**config.mk**
```make
export PLATFORM = sky130hd
export DESIGN_NAME = led_step_counter
export DESIGN_NICKNAME = d
export VERILOG_FILES = /design/src/rtl/led_step_pkg.sv /design/src/rtl/led_step_counter_button_conditioner.sv /design/src/rtl/led_step_counter.sv
export SDC_FILE = /design/constraint.sdc
export NUM_CORES = 1
export LEC_CHECK = 0
export ABC_CLOCK_PERIOD_IN_PS = 1500
export BUFFER_PORTS_ARGS = -buffer_cell sky130_fd_sc_hd__buf_4
export CELL_PAD_IN_SITES_DETAIL_PLACEMENT = 0
export CELL_PAD_IN_SITES_GLOBAL_PLACEMENT = 1
export CORE_ASPECT_RATIO = 1.5
export CORE_MARGIN = 2
export CORE_UTILIZATION = 43
export CTS_BUF_LIST = sky130_fd_sc_hd__clkbuf_4
export CTS_CLUSTER_DIAMETER = 80
export DETAILED_ROUTE_END_ITERATION = 10
export GPL_ROUTABILITY_DRIVEN = 0
export PLACE_DENSITY = 0.81
export SLEW_MARGIN = 25
export SYNTH_ARGS = -nofsm -noshare
export SYNTH_HDL_FRONTEND = slang
export SYNTH_HIERARCHICAL = 1
export SYNTH_SLANG_ARGS = --single-unit
```
**constraint.sdc**
```tcl
create_clock -name clk -period 1.5 [get_ports clk]
set_input_delay 0.15 -clock clk [delete_from_list [all_inputs] [get_ports clk]]
set_output_delay 0.15 -clock clk [all_outputs]
set_load 0.02 [all_outputs]
```
**src/rtl/led_step_pkg.sv**
```systemverilog
// Shared definitions for the LED step counter: position width helper,
// end-behaviour mode constants and the step command encoding.
package led_step_pkg;

  // End behaviour selectors for the WRAP parameter
  localparam bit WRAP_MODE     = 1'b1;
  localparam bit SATURATE_MODE = 1'b0;

  // Arbitrated step command for the position register
  typedef enum logic [1:0] {
    STEP_NONE = 2'd0,
    STEP_UP   = 2'd1,
    STEP_DOWN = 2'd2
  } step_e;

  // Position width: clog2 of the LED count, never narrower than one bit
  function automatic int pos_width(input int n);
    return (n <= 2) ? 1 : $clog2(n);
  endfunction

endpackage

```
**src/rtl/led_step_counter_button_conditioner.sv**
```systemverilog
// button_conditioner: 2-flop synchroniser, debounce, rising-edge detect and
// optional auto-repeat for one raw push button. Emits a single-cycle step pulse.
// Auto-repeat is built only when LED_STEP_AUTOREPEAT_EN is defined.
module button_conditioner
  import led_step_pkg::*;
#(
  parameter int DEBOUNCE_CYCLES = 16,
  parameter int HOLD_CYCLES     = 50_000_000,
  parameter int REPEAT_CYCLES   = 10_000_000
) (
  input  logic clk,
  input  logic rst_n,
  input  logic button_i,
  output logic step_o
);

  localparam int CNT_W = (DEBOUNCE_CYCLES <= 1) ? 1 : $clog2(DEBOUNCE_CYCLES);
  localparam logic [CNT_W-1:0] CNT_LAST = CNT_W'(DEBOUNCE_CYCLES - 1);

  logic [1:0]       sync_q;
  logic             deb_q, deb_d;
  logic [CNT_W-1:0] cnt_q, cnt_d;
  logic             deb_dly_q;
  logic             press_pulse;

  // Two-flop synchroniser for the asynchronous button pin
  always_ff @(posedge clk or negedge rst_n) begin
    if (!rst_n) sync_q <= 2'b00;
    else        sync_q <= {sync_q[0], button_i};
  end

  // Debounce: accept a new level only after it has differed for DEBOUNCE_CYCLES cycles
  always_comb begin
    deb_d = deb_q;
    cnt_d = cnt_q;
    if (sync_q[1] == deb_q) begin
      cnt_d = '0;
    end else if (cnt_q == CNT_LAST) begin
      deb_d = sync_q[1];
      cnt_d = '0;
    end else begin
      cnt_d = cnt_q + 1'b1;
    end
  end

  // Debounce state and one-cycle delayed copy for edge detection
  always_ff @(posedge clk or negedge rst_n) begin
    if (!rst_n) begin
      deb_q     <= 1'b0;
      cnt_q     <= '0;
      deb_dly_q <= 1'b0;
    end else begin
      deb_q     <= deb_d;
      cnt_q     <= cnt_d;
      deb_dly_q <= deb_q;
    end
  end

  // Press edge: only the rising edge of the debounced level produces a step
  assign press_pulse = deb_q & ~deb_dly_q;

`ifdef LED_STEP_AUTOREPEAT_EN
  localparam int RPT_MAX = (HOLD_CYCLES > REPEAT_CYCLES) ? HOLD_CYCLES : REPEAT_CYCLES;
  localparam int RPT_W   = $clog2(RPT_MAX + 1);
  localparam logic [RPT_W-1:0] HOLD_LAST   = RPT_W'(HOLD_CYCLES);
  localparam logic [RPT_W-1:0] REPEAT_LAST = RPT_W'(REPEAT_CYCLES);

  logic [RPT_W-1:0] rpt_cnt_q, rpt_cnt_d;
  logic             repeating_q, repeating_d;
  logic             repeat_pulse;

  // Hold/repeat timing: counter holds cycles since the press edge (or last repeat)
  always_comb begin
    rpt_cnt_d    = rpt_cnt_q;
    repeating_d  = repeating_q;
    repeat_pulse = 1'b0;
    if (!deb_q) begin
      rpt_cnt_d   = '0;
      repeating_d = 1'b0;
    end else if ((!repeating_q && rpt_cnt_q == HOLD_LAST) ||
                 ( repeating_q && rpt_cnt_q == REPEAT_LAST)) begin
      repeat_pulse = 1'b1;
      rpt_cnt_d    = {{(RPT_W-1){1'b0}}, 1'b1};
      repeating_d  = 1'b1;
    end else begin
      rpt_cnt_d = rpt_cnt_q + 1'b1;
    end
  end

  // Auto-repeat state registers
  always_ff @(posedge clk or negedge rst_n) begin
    if (!rst_n) begin
      rpt_cnt_q   <= '0;
      repeating_q <= 1'b0;
    end else begin
      rpt_cnt_q   <= rpt_cnt_d;
      repeating_q <= repeating_d;
    end
  end

  assign step_o = press_pulse | repeat_pulse;
`else
  // Hold/repeat timing has no meaning without auto-repeat
  logic unused_cfg;
  assign unused_cfg = ^{32'(HOLD_CYCLES), 32'(REPEAT_CYCLES)};

  assign step_o = press_pulse;
`endif

endmodule

```
**src/rtl/led_step_counter.sv**
```systemverilog
// led_step_counter: moves a single lit LED along an LED_COUNT-wide bar using
// two debounced push buttons, with wrap-around or saturating ends.
// Optional auto-repeat on long presses when LED_STEP_AUTOREPEAT_EN is defined.
module led_step_counter
  import led_step_pkg::*;
#(
  parameter int LED_COUNT       = 8,
  parameter int DEBOUNCE_CYCLES = 16,
  parameter int WRAP            = 1,
  parameter int HOLD_CYCLES     = 50_000_000,
  parameter int REPEAT_CYCLES   = 10_000_000
) (
  input  logic                              clk,
  input  logic                              reset,
  input  logic                              button_inc,
  input  logic                              button_dec,
  output logic [LED_COUNT-1:0]              led,
  output logic [pos_width(LED_COUNT)-1:0]   position
);

  localparam int POS_W = pos_width(LED_COUNT);
  localparam logic [POS_W-1:0] POS_MAX = POS_W'(LED_COUNT - 1);
  localparam bit END_MODE = (WRAP != 0) ? WRAP_MODE : SATURATE_MODE;

  logic [1:0]           buttons;
  logic [1:0]           step;      // [0] = inc, [1] = dec
  step_e                step_cmd;
  logic [POS_W-1:0]     pos_q, pos_d;
  logic [LED_COUNT-1:0] led_q, led_d;

  assign buttons = {button_dec, button_inc};

  // One conditioner per button
  genvar gi;
  generate
    for (gi = 0; gi < 2; gi++) begin : g_btn
      button_conditioner #(
        .DEBOUNCE_CYCLES (DEBOUNCE_CYCLES),
        .HOLD_CYCLES     (HOLD_CYCLES),
        .REPEAT_CYCLES   (REPEAT_CYCLES)
      ) u_cond (
        .clk      (clk),
        .rst_n    (reset),
        .button_i (buttons[gi]),
        .step_o   (step[gi])
      );
    end
  endgenerate

  // Arbitration: simultaneous up and down requests cancel
  always_comb begin
    step_cmd = STEP_NONE;
    if (step[0] && !step[1])      step_cmd = STEP_UP;
    else if (step[1] && !step[0]) step_cmd = STEP_DOWN;
  end

  // Next position with explicit end handling (safe for non-power-of-two counts)
  always_comb begin
    pos_d = pos_q;
    unique case (step_cmd)
      STEP_UP: begin
        if (pos_q == POS_MAX) pos_d = (END_MODE == WRAP_MODE) ? '0 : POS_MAX;
        else                  pos_d = pos_q + 1'b1;
      end
      STEP_DOWN: begin
        if (pos_q == '0) pos_d = (END_MODE == WRAP_MODE) ? POS_MAX : '0;
        else             pos_d = pos_q - 1'b1;
      end
      default: pos_d = pos_q;
    endcase
  end

  // One-hot decode of the next position so led and position update together
  generate
    for (gi = 0; gi < LED_COUNT; gi++) begin : g_dec
      assign led_d[gi] = (pos_d == POS_W'(gi));
    end
  endgenerate

  // Position and LED registers
  always_ff @(posedge clk or negedge reset) begin
    if (!reset) begin
      pos_q <= '0;
      led_q <= {{(LED_COUNT-1){1'b0}}, 1'b1};
    end else begin
      pos_q <= pos_d;
      led_q <= led_d;
    end
  end

  assign position = pos_q;
  assign led      = led_q;

endmodule
```
==> flow_metrics.tcl, run 1 <==
set metrics [dict create \
    dr.first_iter.drc_count 7 \
    finalCriticalPeriod_ns 1.61 \
    endpoint_kind "flip-flop" \
    drc 0 \
    yosys_warnings 6 \
    r2r_start "position[0]" \
    arrival_ns 1.83 \
    clk_latency_ns 0.31 \
    ant_nets 0 \
    grt_antenna_before_repair 0 \
    setup_slack_ns -0.109 \
    required_ns 1.72 \
    synth_seq_cells 27 \
    cts_sinks 27 \
    leakage_nw 0.750 \
    crit_type "flip-flop to flip-flop" \
    crit_cells 6 \
    synthFlopType "dfrtp_1" \
    clock_skew_ns 0.00484 \
    rr_endpoint "led[2]" \
    relSlewSlack_pct 77.1 \
    num_vias 781 \
    status "complete, but fails checks" \
    yosysTopAreaCellShare_pct 54.7 \
    wirelength_mm 2.20 \
    viasPerCell 4.94 \
    min_period_over_period_pct 107 \
    rrSetupSlack_ns -0.11 \
    syn_area_sq_mm 0.00119 \
    clk_pin_slew_worst_paths_ns 0.13 \
    cp_top_family "flip-flops" \
    overflow 0 \
    grt_util_all_layers_pct 15.8 \
    violations "setup timing" \
    portBuffers 14 \
    yosysSeqAreaShare_pct 56.9 \
    dieWidth_um 47.0 \
    timing.critical_path.slowest_stage_cell "dfrtp_2" \
    cts_buffers 3 \
    diodes 0 \
    yosysUniqueCellTypes 28 \
    rows 23 \
    cellPowerDensity_mw_per_mm2 689 \
    tns_ns -0.779 \
    instances_no_fill 158 \
    reg2reg_depth 6 \
    drive_gt1_share_pct 52.1 \
    start_util_pct 44.9 \
    h-tree-depth 1 \
    synth_area_leaders "dfrtp_1, ha_1, nor3b_2" \
    grt_pass1_wl_mm 3.52 \
    grt_pass1_vias 788 \
    dpl.cell_count 146 \
    maxCapViolations 0 \
    hold_class "input pin to asynchronous set/reset pin" \
    grt_max_degree 28 \
    fp.dieH_um 68.4 \
    fmax_mhz 621 \
    coreArea_sq_mm 0.00265 \
    netlist_top_cells_count "dfrtp_1, ha_1, inv_1, nor2b_1, nor2_1" \
    peakVddDrop_mv 0.589 \
    cpPeakStageDelay_ns 0.45 \
    clk_path_buf_depth 2 \
    root_buffer "clkbuf_4" \
    critPathCapture "led[2]" \
    async_flop_share_pct 100 \
    nNetsFinal 134 \
    path_max_fanout 5 \
    yosysMostFrequentCell "dfrtp_1" \
    io_pins 15 \
    post-dp-hpwl_mm 1.43 \
    synth_edf_count 0 \
    synthCells 90 \
    crit_chain "inv_1 > ha_1 > nor2_1 > a2bb2oi_4 > o21a_4 > and4_1" \
    syn_nets 102 \
    cts_tree "yes" \
    tightestPinTransition_ns 0.341 \
    area_delta_synth_final_pct 38.2 \
    fillers 224 \
    syn_area_per_cell_sq_um 13.2 \
    dr.pass1.iters 3 \
    dieArea_sq_mm 0.00321 \
    rsz0062_at_grt "yes" \
    setup_violations 10 \
    drv_slew 0 \
    worst_setup_path_start_kind "flip-flop" \
    wire_per_inst_um 13.9 \
    hold_viol_final 0 \
    cp_num_buf_inv 1 \
    startpoint "position[0]" \
    synth_area_leader_cell "dfrtp_1" \
]
==> flip-flops by register name, summed over array words and instances (netlist names) <==
register                count
position                    3
led                         8
g_btn.u_cond/deb_dly_q      2
g_btn.u_cond/deb_q          2
g_btn.u_cond/sync_q         4
g_btn.u_cond/cnt_q          8
==> per-stage QoR <==
stage	area (sq um)	total power, mW	utilization (%)	hold slack, ns	setup slack [ns]
2_1_floorplan	1230	0.802	-	-0.146	-0.0388
3_3_place_gp	1420	0.826	53.6	0.0749	-0.0253
3_5_place_dp	1420	0.830	53.6	0.0762	-0.0955
4_1_cts	1560	1.15	58.7	0.253	-0.0698
5_1_grt	1640	1.19	62.1	0.275	-0.178
6_report	1640	1.13	62.1	0.265	-0.109
==> metal layers <==
metal	share of wire, %	GRT usage [%]	routed length, um	vias to the layer above
li1	-	-	-	375
met1	37	17.7	804	392
met2	60	28.1	1330	10
met3	1.4	1.58	30	4
met4	1.6	8.33	35	0
met5	0	0	0	-
==> where the power goes <==
group | switching, mW | total [mW] | internal (mW)
Sequential | 0.0165 | 0.763 | 0.746
Combinational | 0.0293 | 0.0586 | 0.0293
Clock | 0.190 | 0.312 | 0.122
==> logic make-up (layout without fill, tap and decap cells) <==
family	after synthesis	after routing	share of synthesized area, %
muxes	3	3	3.37
DFF	27	27	56.9
and+or+nand+nor	26	26	15.6
adders and majority gates	8	8	8.41
AOI/OAI and AO/OA	13	14	9.88
buffers and inverters	9	39	2.94
xor gates and xnor gates	4	4	2.94
==> what timing repair did <==
item / CTS / global route
resized for setup: 16 / 13
pin swaps: 9 / 8
hold buffers: 3 / 0
endpoints found under the hold margin: 29 / 0
cloned: 1 / 0
buffers inserted: 2 / 2
setup endpoints to repair: 10 / 11
==> worst register-to-register path: cells and delay by family, from the launching register on <==
kind / cells / cell delay [ns]
flip-flops: 1 / 0.45
AO/OA/AOI/OAI: 2 / 0.41
AND/OR/NAND/NOR: 2 / 0.28
adder cells (fa/ha/maj): 1 / 0.24
buffers and inverters: 1 / 0.13
==> placed cells by master (no fill, tap or decap), types with 3 or more instances in the layout <==
cell / Yosys / final
inv_1: 7 / 4
ha_4: 0 / 3
dlygate4sd3_1: 0 / 3
dfrtp_1: 26 / 24
nor2_1: 5 / 4
nor2b_4: 0 / 4
o21a_4: 1 / 3
nor3b_2: 4 / 3
inv_2: 1 / 3
buf_4: 0 / 23
xnor2_1: 4 / 4
ha_1: 8 / 4
clkbuf_4: 0 / 4
==> worst min path at each step <==
stage | from | to | slack [ns]
2_1_floorplan | reset | g_btn[0].u_cond/cnt_q[0] | -0.15
3_3_place_gp | reset | g_btn[1].u_cond/cnt_q[3] | 0.07
3_5_place_dp | reset | g_btn[1].u_cond/cnt_q[3] | 0.08
4_1_cts | reset | g_btn[1].u_cond/cnt_q[3] | 0.25
5_1_grt | reset | g_btn[1].u_cond/cnt_q[3] | 0.28
6_report | reset | g_btn[1].u_cond/cnt_q[2] | 0.26
==> final cells by class <==
class	instances	area [sq um]	share of cell area [%]
inverter	8	32.5	1.98
timing repair buffer	27	214	13.0
tap	37	46.3	2.82
sequential	27	679	41.3
multi-input combinational	55	642	39.0
clock buffer	4	30.0	1.83
(Power assumes the default switching activity.)
==> inputs of run 2 (changes only) <==
SKIP_LAST_GASP = 1   (was unset)
==> flow_metrics.tcl, run 2 (same netlist as run 1, synthesis figures left out) <==
set metrics [dict create \
    ant_nets 0 \
    start_util_pct 44.9 \
    final_cell_mix "dfrtp_1, buf_4" \
    multiInputGateArea_sq_um 642 \
    post-dp-hpwl_mm 1.43 \
    r2r_start "position[0]" \
    grt_pass1_vias 788 \
    final_common_cell "dfrtp_1" \
    wirelength_mm 2.20 \
    setup_slack_ns -0.109 \
    dp_slack_ns -0.0955 \
    endpoint_kind "flip-flop" \
    fmax_mhz 621 \
    cellPowerDensity_mw_per_mm2 689 \
    min_period_over_period_pct 107 \
    root_buffer "clkbuf_4" \
    relSlewSlack_pct 77.1 \
    dieWidth_um 47.0 \
    wire_per_inst_um 13.9 \
    dieArea_sq_mm 0.00321 \
    cts_tree "yes" \
    rr_endpoint "led[2]" \
    rsz0062_at_grt "yes" \
    cts_buffers 3 \
    top_layer_used "met4" \
    coreArea_sq_mm 0.00265 \
    clk_latency_ns 0.31 \
    grt_util_all_layers_pct 15.8 \
    required_ns 1.72 \
    dr.first_iter.drc_count 5 \
    cts_sinks 27 \
    met3_length_um 30 \
    rows 23 \
    clock_skew_ns 0.00484 \
    nNetsFinal 134 \
    peakVddDrop_mv 0.589 \
    finalCriticalPeriod_ns 1.61 \
    dr.pass1.iters 3 \
    hold_viol_final 0 \
    maxCapViolations 0 \
    area_delta_synth_final_pct 38.2 \
    viasPerCell 4.94 \
    wl_met1_um 804 \
    reg2reg_depth 6 \
    path_max_fanout 5 \
    clk_path_buf_depth 2 \
    rrSetupSlack_ns -0.11 \
    worst_setup_path_start_kind "flip-flop" \
    dpl.cell_count 146 \
    grt_max_degree 28 \
    fp.dieH_um 68.4 \
    io_pins 15 \
    clk_pin_slew_worst_paths_ns 0.13 \
    arrival_ns 1.83 \
    hold_ws_ns 0.265 \
    drc 0 \
    route.met2.wl_mm 1.33 \
    grt_pass1_wl_mm 3.52 \
    num_vias 781 \
    portBuffers 14 \
    tightestPinTransition_ns 0.341 \
    setup_violations 10 \
    diodes 0 \
    grt_antenna_before_repair 0 \
    h-tree-depth 1 \
    tns_ns -0.779 \
    hold_class "input pin to asynchronous set/reset pin" \
    overflow 0 \
    p_total_mw 1.13 \
    fillers 224 \
    leakage_nw 0.750 \
    regArea_sq_um 679 \
    instances_no_fill 158 \
    drv_slew 0 \
    drive_gt1_share_pct 52.1 \
    crit_type "flip-flop to flip-flop" \
    violations "setup timing" \
    status "complete, but fails checks" \
]
==> run 2: routing by layer <==
layer	track usage, %	up-vias
li1	-	375
met1	17.7	392
met2	28.1	10
met3	1.58	4
met4	8.33	0
met5	0	-
==> run 2: layout make-up <==
type	count	area share, %
inverters	8	1.98
multi-input cells	55	39.0
well taps	37	2.82
repair buffers	27	13.0
flip-flops and latches	27	41.3
clock buffers	4	1.83
==> run 2: report_power, final <==
group	total (mW)	internal [mW]	switching [mW]
logic	0.0586	0.0293	0.0293
clock network	0.312	0.122	0.190
registers	0.763	0.746	0.0165
total	1.13	0.898	0.236
==> run 2: timing repair <==
item	CTS	global route
endpoints found under the hold margin	29	0
buffers inserted	2	2
hold buffers	3	0
pin swaps	9	8
gates resized for setup	16	13
cloned	1	0
endpoints found under the setup margin	10	11
==> run 2: worst max path at each step <==
| stage | start | endpoint | depth (start not counted) |
|---|---|---|---|
| after CTS | g_btn[1].u_cond/deb_dly_q | led[4] | 7 |
| after floorplan | g_btn[1].u_cond/deb_q | led[4] | 7 |
| after global routing | g_btn[0].u_cond/deb_dly_q | led[4] | 7 |
| after global placement | g_btn[1].u_cond/deb_dly_q | led[6] | 7 |
| after detailed placement | g_btn[1].u_cond/deb_dly_q | led[4] | 7 |
| final | position[0] | led[2] | 6 |
==> run 2: worst max-delay path, cell delays in order (launching register included) <==
cell	delay, ns
dfrtp_2	0.45
inv_1	0.13
ha_1	0.24
nor2_1	0.10
a2bb2oi_4	0.18
o21a_4	0.23
and4_1	0.17
==> run 2: per-stage QoR <==
stage	utilization (%)	instance area, sq um
final	62.1	1640
after CTS	58.7	1560
after global routing	62.1	1640
after global placement	53.6	1420
after floorplan	-	1230
after detailed placement	53.6	1420
==> inputs of run 3 (changes only) <==
ABC_AREA = 1   (was unset)
ABC_CLOCK_PERIOD_IN_PS = 1400   (was 1500)
CORE_UTILIZATION = 41   (was 43)
CTS_CLUSTER_DIAMETER = unset   (was 80)
PLACE_DENSITY = 0.82   (was 0.81)
clock period = 1.4 ns   (was 1.5 ns; I/O delays follow)
==> flow_metrics.tcl, run 3 <==
set metrics [dict create \
    status "finished clean" \
    dr.first_iter.drc_count 20 \
    diodes 0 \
    root_buffer "clkbuf_4" \
    setup_violations 0 \
    rr_endpoint "led[1]" \
    syn_area_per_cell_sq_um 9.21 \
    yosysTopAreaCellShare_pct 53.5 \
    rows 24 \
    final_util_pct 56.6 \
    clkPwrFrac_pct 26.7 \
    grt_max_degree 28 \
    grt_util_all_layers_pct 14.1 \
    area_delta_synth_final_pct 34.3 \
    instances_no_fill 205 \
    cellPowerDensity_mw_per_mm2 735 \
    drv_slew 0 \
    arrival_ns 1.65 \
    synth_edf_count 0 \
    endpoint_kind "flip-flop" \
    synth_xor_area_share_pct 1.44 \
    wire_per_inst_um 10.7 \
    viasPerCell 4.61 \
    peakVddDrop_mv 0.688 \
    dp_slack_ns -0.0967 \
    dr.pass1.iters 4 \
    io_pins 15 \
    clock_skew_ns 0.00604 \
    switchingPower_mw 0.265 \
    yosys_warnings 6 \
    synth-compound-area-share_pct 2.78 \
    p_comb_share_pct 5.3 \
    clk_path_buf_depth 2 \
    post-dp-hpwl_mm 1.63 \
    min_period_over_period_pct 99.6 \
    grt_pass1_vias 924 \
    tightestPinTransition_ns 0.334 \
    overflow 0 \
    grt_antenna_before_repair 0 \
    drive_gt1_share_pct 42.2 \
    muxShareOfSynthArea_pct 0 \
    yosysMostFrequentCell "nand2_1" \
    fp.dieH_um 70.7 \
    internal-power_mw 0.935 \
    yosysUniqueCellTypes 16 \
    coreArea_sq_mm 0.00288 \
    synthAdderAreaFrac_pct 8.23 \
    clk_latency_ns 0.32 \
    cts_tree "yes" \
    final_cell_mix "buf_4, dfrtp_1, nand2_1" \
    synth-simple-area-share_pct 26.0 \
    syn_nets 144 \
    portBuffers 14 \
    netlist_top_cells_count "nand2_1, dfrtp_1, nor2_1, inv_1, nand3_1" \
    syn_area_sq_mm 0.00122 \
    setup_slack_ns 0.00585 \
    ant_nets 0 \
    hold_viol_final 0 \
    rrSetupSlack_ns 0.006 \
    p_total_mw 1.20 \
    num_vias 945 \
    crit_type "flip-flop to flip-flop" \
    start_util_pct 42.2 \
    cts_sinks 27 \
    fillers 290 \
    grt_pass1_wl_mm 3.78 \
    maxCapViolations 0 \
    dieArea_sq_mm 0.00343 \
    path_max_fanout 4 \
    seqPwrFrac_pct 68.0 \
    synth_top_family_by_area "simple AND/OR/NAND/NOR gates" \
    dpl.cell_count 191 \
    final_common_cell "buf_4" \
    tns_ns 0 \
    synth_seq_cells 27 \
    worst_setup_path_start_kind "flip-flop" \
    async_flop_share_pct 100 \
    fmax_mhz 717 \
    relSlewSlack_pct 77.8 \
    nNetsFinal 179 \
    critPathCapture "led[1]" \
    startpoint "g_btn[0].u_cond/deb_dly_q" \
    swShare_pct 22.1 \
    r2r_start "g_btn[0].u_cond/deb_dly_q" \
    h-tree-depth 1 \
    synth_area_leader_cell "dfrtp_1" \
    hold_class "input pin to asynchronous set/reset pin" \
    cts_buffers 3 \
    finalCriticalPeriod_ns 1.39 \
    synthCells 132 \
    synth_area_leaders "dfrtp_1, nand2_1, ha_1" \
    yosysSeqAreaShare_pct 55.7 \
    dieWidth_um 48.5 \
    synthFlopType "dfrtp_1" \
    wirelength_mm 2.19 \
    rsz0062_at_grt "yes" \
    leakage_nw 0.829 \
    required_ns 1.66 \
    drc 0 \
    clk_pin_slew_worst_paths_ns 0.14 \
    reg2reg_depth 9 \
]
## run 3: worst min path at each step
| stage | from | end | slack (ns) | cells past startpoint |
|---|---|---|---|---|
| finish | reset | g_btn[0].u_cond/cnt_q[3] | 0.24 | 2 |
| global route | reset | led[6] | 0.26 | 2 |
| CTS | reset | g_btn[0].u_cond/cnt_q[3] | 0.24 | 2 |
| detailed placement | reset | g_btn[1].u_cond/cnt_q[1] | 0.07 | 1 |
| global placement | reset | g_btn[1].u_cond/cnt_q[1] | 0.06 | 1 |
| floorplan | reset | g_btn[0].u_cond/cnt_q[0] | -0.16 | 0 |
## run 3: power groups by stage
| stage | logic [mW] | registers, mW | clock network, mW |
|---|---|---|---|
| global placement | 0.0565 | 0.829 | 0 |
| detailed placement | 0.0583 | 0.831 | 0 |
| global route | 0.0763 | 0.820 | 0.371 |
| CTS | 0.0655 | 0.817 | 0.340 |
| floorplan | 0.0313 | 0.828 | 0 |
| finish | 0.0632 | 0.816 | 0.320 |
## run 3: per-stage QoR
| stage | hold WS [ns] | area (sq um) |
|---|---|---|
| 3_3_place_gp | 0.0620 | 1430 |
| 4_1_cts | 0.242 | 1570 |
| 2_1_floorplan | -0.156 | 1230 |
| 3_5_place_dp | 0.0705 | 1430 |
| 6_report | 0.244 | 1630 |
| 5_1_grt | 0.257 | 1630 |
## run 3: logic make-up (layout without fill, tap and decap cells)
group,count (synthesis),after routing
AND/OR/NAND/NOR,70,70
flip-flops,27,27
adder cells (fa/ha/maj),8,8
AO/OA/AOI/OAI,6,6
XOR/XNOR,2,2
buffers and inverters,19,53
## run 3: critical path, stage by stage (launching register included)
cell and delay, ns:
dfrtp_1 0.42, nor2_4 0.12, buf_4 0.12, ha_4 0.15, inv_2 0.04, o21ai_2 0.13
nand2_2 0.11, nand2_4 0.09, nand2_2 0.06, nor2_1 0.11
## run 3: what timing repair did
item                                    4_1_cts  5_1_grt
setup buffers                                 3        4
endpoints found under the setup margin        8       10
hold buffers                                  3        0
resized for setup                            12       14
endpoints found under the hold margin        29        0
pin swaps                                     7       11
## run 3: cell type report
type / instances / area, sq um / share of cell area (%)
sequential: 27 / 678 / 41.5
tap: 39 / 48.8 / 2.99
multi-input combinational: 86 / 572 / 35.0
inverter: 19 / 73.8 / 4.52
clock buffer: 3 / 22.5 / 1.38
timing repair buffer: 30 / 233 / 14.3
clock inverter: 1 / 5.00 / 0.307
## run 3: layer usage
metal | global-route usage, % | part of all wire [%]
met1 | 16.4 | 38
met2 | 25.9 | 58
met3 | 1.27 | 2.1
met4 | 6.67 | 1.6
met5 | 0 | 0
